`config.mk`:
```
export PLATFORM = sky130hd
export DESIGN_NAME = fetch_stage
export DESIGN_NICKNAME = d
export VERILOG_FILES = /design/src/rtl/fetch_stage.sv
export SDC_FILE = /design/constraint.sdc
export NUM_CORES = 1
export LEC_CHECK = 0
export CORE_UTILIZATION = 34
export DETAILED_ROUTE_END_ITERATION = 8
export PLACE_DENSITY = 0.68
export SLEW_MARGIN = 20
export SYNTH_ARGS = -nofsm -noshare
export SYNTH_HDL_FRONTEND = slang
export SYNTH_SLANG_ARGS = --single-unit
export TNS_END_PERCENT = 10
```
`constraint.sdc`:
```
create_clock -name clock -period 2.25 [get_ports clock]
set_clock_uncertainty 0.1 [all_clocks]
set_input_delay 0.45 -clock clock [delete_from_list [all_inputs] [get_ports clock]]
set_output_delay 0.45 -clock clock [all_outputs]
set_load 0.01 [all_outputs]
```
`src/rtl/fetch_stage.sv`:
```
// ============================================================================
// Module   : fetch_stage
// Purpose  : Instruction-fetch stage and F/D latch. It owns the PC, applies
//            stall/redirect and flags over-long stalls.
// Option   : FETCH_STALL_COUNTER_EN enables the stall_cycles perf counter.
// Revision : 1.0 - initial release
// ============================================================================
`default_nettype none

module fetch_stage #(
    parameter int AW        = 12,
    parameter int MAX_STALL = 4
) (
    input  logic          clock,
    input  logic          reset,
    input  logic          stall,
    input  logic          branch_taken,
    input  logic [31:0]   branch_target,
    input  logic [31:0]   imem_data,
    output logic [AW-1:0] imem_addr,
    output logic [31:0]   pc,
    output logic [31:0]   FD_IR,
    output logic [31:0]   FD_PC,
    output logic          dx_bubble,
    output logic [1:0]    fetch_state,
    output logic          stall_err,
    output logic [31:0]   stall_cycles
);

    localparam int             RW          = $clog2(MAX_STALL + 2);
    localparam logic [RW-1:0]  c_run_max   = RW'(MAX_STALL + 1);
    localparam logic [RW-1:0]  c_run_alarm = RW'(MAX_STALL);

    typedef enum logic [1:0] {
        ST_RUN   = 2'b00,
        ST_STALL = 2'b01,
        ST_FLUSH = 2'b10
    } state_t;

    state_t        r_state;
    state_t        w_state_nxt;
    logic [31:0]   r_pc;
    logic [31:0]   r_fd_ir;
    logic [31:0]   r_fd_pc;
    logic [RW-1:0] r_run;
    logic          r_stall_err;
    logic [31:0]   w_pc_plus1;
    logic          w_do_stall;

    assign w_pc_plus1 = r_pc + 32'd1;
    assign w_do_stall = stall & ~branch_taken;

    // Next-state selection: redirect beats stall beats normal flow.
    always_comb begin
        w_state_nxt = r_state;
        if (branch_taken) begin
            w_state_nxt = ST_FLUSH;
        end else if (stall) begin
            w_state_nxt = ST_STALL;
        end else begin
            w_state_nxt = ST_RUN;
        end
    end

    always_ff @(posedge clock) begin
        if (reset) begin
            r_state <= ST_RUN;
        end else begin
            r_state <= w_state_nxt;
        end
    end

    always_ff @(posedge clock) begin
        if (reset) begin
            r_pc        <= 32'd0;
            r_fd_ir     <= 32'd0;
            r_fd_pc     <= 32'd0;
            r_run       <= '0;
            r_stall_err <= 1'b0;
        end else if (branch_taken) begin
            // Squash the wrong-path word already sitting in imem_data.
            r_pc    <= branch_target;
            r_fd_ir <= 32'd0;
            r_fd_pc <= 32'd0;
            r_run   <= '0;
        end else if (stall) begin
            if (r_run != c_run_max) begin
                r_run <= r_run + 1'b1;
            end
            if (r_run == c_run_alarm) begin
                r_stall_err <= 1'b1;
            end
        end else begin
            r_pc    <= w_pc_plus1;
            r_fd_ir <= imem_data;
            r_fd_pc <= w_pc_plus1;
            r_run   <= '0;
        end
    end

`ifdef FETCH_STALL_COUNTER_EN
    logic [31:0] r_stall_cycles;

    always_ff @(posedge clock) begin
        if (reset) begin
            r_stall_cycles <= 32'd0;
        end else if (w_do_stall && (r_stall_cycles != 32'hFFFF_FFFF)) begin
            r_stall_cycles <= r_stall_cycles + 32'd1;
        end
    end

    assign stall_cycles = r_stall_cycles;
`else
    assign stall_cycles = 32'd0;
`endif

    assign imem_addr   = r_pc[AW-1:0];
    assign pc          = r_pc;
    assign FD_IR       = r_fd_ir;
    assign FD_PC       = r_fd_pc;
    assign fetch_state = r_state;
    assign stall_err   = r_stall_err;
    assign dx_bubble   = w_do_stall & ~reset;

endmodule

`default_nettype wire

```
==> metrics.txt <==
Mapped Area=around 5300 um2; Antenna Cells=0; initial antenna violation count=0; Die X=approximately 130 um; Max Fclk=about 470 MHz; grt total ovfl=0; hold buffers post-CTS=0; Seq cells post-synth=~100; r2r worst-path depth=4; Hold Crit Depth=2; top-count cell post-synth=dfxtp_1; outcome=complete, no violations; Top Metal Used=met4; CP max stage delay=approximately 520 ps; Avg Inst Size Synth=8.37 um2; Worst VDD drop=~0.38 mV; clock-pin slew on the worst setup and hold paths=about 80 ps; DR WL met2=about 7600 um; layout cells sized above 1=between 10% and 20%; P&R area growth vs syn=46.9%; total number of vias=around 5200; share of the synthesized area in the top cell type=38.8%; Top FF cell, synth=dfxtp_1; fraction of power consumed by sequential logic=43.0%; TritonCTS clock tree=built; CP Class=in2out; final worst-path cycle share=roughly 96%; Switching Share=roughly 27%; Post-synth EDFFs=0; Die ar.=roughly 16000 um2; P_sw=1.22 mW; setup TNS=0 ps; Clock Latency Late Sink=between 300 and 400 ps; Crit. End Element=output pin; DRT iter0 DRCs=257; Leak Pwr=~2.9 nW; Post-Layout Inst Area=~7700 um2; Final Hold Fails=0; worst min-delay path class=reg2reg; RSZ-0062 raised after global routing=no; Core ar.=between 15000 and 20000 um2; Initial Util=34.8%; die height=~130 um; antenna-violating nets left=0; Post-synth top cells=102 x dfxtp_1, 74 x nor2_1, 44 x buf_4, 33 x nand2_1; clock power share=around 39%; asr flop ratio synth=0%; total track usage=20.8%; crit path time final=2150 ps; Distinct cells, synth=60; Place WS=-111 ps; relative slew slack=around 60%; hold_sp=FD_PC[2]; crit-path cells=dlygate4sd2_1 > nor2_4 > nand2_1 > inv_1 > clkdlybuf4s50_1; Area after DPL=7400 um2; wire length per cell=roughly 16 um; vias in the first global route=slightly above 5000; CP max FO=2; Worst setup SP type=primary input; met3 WL=1200 um; Vias/cell=~5.2; H-tree levels=3; Max Cap Viol=0; Post-Syn Instances=629; Critical Path Slowest Stage Cell=clkdlybuf4s50_1; Final HPWL DP=12100 um; GP Congestion=slightly below 0.9; fillcell total=approximately 1400; worst setup margin=~100 ps; FP Rows=between 40 and 50; CP arrival=about 1600 ps; buffer and inverter count on the worst path=3; Final Core Density=about 50%; Pint=between 3 and 4 mW; post-synth top area cell=dfxtp_1; CTS sink count=102; CP delay by family, top=buffers and inverters; port bufs=between 150 and 200; Min-Delay Endpoint=FD_PC[2]; top cells by area, synth=dfxtp_1 39%, buf_4 6.3%, mux2i_1 6.1%; worst r2r src=pc[15]; Worst EP required=about 1700 ps; DRC=0; Synth Warn #=0; first-pass GRT wire length=roughly 26000 um; Boundary Pins=approximately 210; Combinational Power Share=between 10% and 20%; nets@finish=~900; max-slew violations=0; reg2reg setup slack=around 120 ps; TritonCTS Buffers=9; Reg2Reg Capture Point=pc[26]; root buffer cell=clkbuf_16; Met1 Wirelength=between 7000 and 8000 um; Longest Clk Path Bufs=2; register area share after synthesis=between 30 and 40%; final wirelength=roughly 16000 um; final setup violation count=0; Worst-Margin Slew=593 ps; largest net degree at the start of global routing=57; Power Density=just under 600 nW/um2; Initial DRT Pass Iterations=4
-- state kept, by name, summed over array words and instances (netlist names) --
signal,count
fetch_state,2
FD_IR,32
FD_PC,32
pc,32
r_run,3
stall_err,1
-- worst reg2reg max path, stage by stage (launching register included) --
cell and delay [ps]:
dfxtp_1 450, nand3_1 210, or4_4 550, or4_1 490, a311oi_1 260
-- how the worst max path moves through the flow --
stage / from / endpoint / cells past startpoint
global route: pc[12] / pc[24] / 4
floorplan: pc[0] / pc[24] / 6
detailed placement: reset / dx_bubble / 5
finish: reset / dx_bubble / 5
CTS: reset / dx_bubble / 5
global placement: branch_taken / dx_bubble / 5
-- power groups by stage --
stage | combinational (mW) | sequential [mW] | clock (mW)
4_1_cts | 0.813 | 1.96 | 1.83
3_5_place_dp | 0.809 | 2.00 | 0
2_1_floorplan | 0.361 | 2.04 | 0
6_report | 0.808 | 1.96 | 1.79
5_1_grt | 0.876 | 1.97 | 1.89
3_3_place_gp | 0.805 | 2.00 | 0
-- area by class of cell --
type | instances | area (um2) | area share (%)
inverter | 17 | 63.8 | 0.825
clock inverter | 7 | 111 | 1.44
multi-input combinational | 448 | 2750 | 35.6
tap | 188 | 235 | 3.04
sequential | 102 | 2040 | 26.4
timing repair buffer | 245 | 2300 | 29.8
clock buffer | 9 | 225 | 2.91
-- cell families (layout without fill, tap and decap cells) --
kind of cell / after synthesis / in the layout / synth area share, %
AND/OR/NAND/NOR: 225 / 225 / 22.1
buffers and inverters: 110 / 278 / 11.3
flip-flops: 102 / 102 / 38.8
adder cells (fa/ha/maj): 4 / 4 / 0.950
multiplexers: 32 / 32 / 6.08
other: 1 / 32 / 0.0712
AO/OA/AOI/OAI: 132 / 132 / 16.9
XOR/XNOR: 23 / 23 / 3.83
-- repair_timing --
item / 4_1_cts / 5_1_grt
buffers inserted: 0 / 0
hold endpoints to repair: 0 / 0
setup endpoints to repair: 1 / 0
resized for setup: 3 / 0
-- layer usage --
layer	global-route usage (%)	vias to the layer above
met3	4.85	16
met1	26.5	2465
li1	-	2576
met2	34.6	192
met4	6.66	0
met5	0	-
-- layout by cell type, fill, tap and decap left out, types with 3 or more instances in the layout --
cell type,n
o21ai_0,32
a2111oi_0,4
clkdlybuf4s50_1,176
dfxtp_1,102
nor3_1,17
buf_4,64
a31oi_1,10
and3_1,6
mux2i_1,32
a21o_1,3
nor4_1,13
or3_1,13
ha_1,4
conb_1,32
o211ai_1,4
or2_2,4
nor2b_1,5
a311oi_1,10
o31ai_1,7
inv_1,17
a21oi_1,24
a211oi_1,17
xnor2_1,17
inv_8,3
nand2_1,33
nor2_1,73
nand3_1,18
and4_1,10
nand4_1,12
or4_1,6
xor2_1,6
clkbuf_16,9
-- stage by stage --
stage	power, mW	std cells	hold WS (ps)
after floorplan	2.40	660	374
after global placement	2.80	1000	353
after detailed placement	2.81	1000	355
after CTS	4.60	1016	368
after global routing	4.74	1016	392
final	4.56	1016	366
No activity file was read; power rests on OpenSTA's default activity.
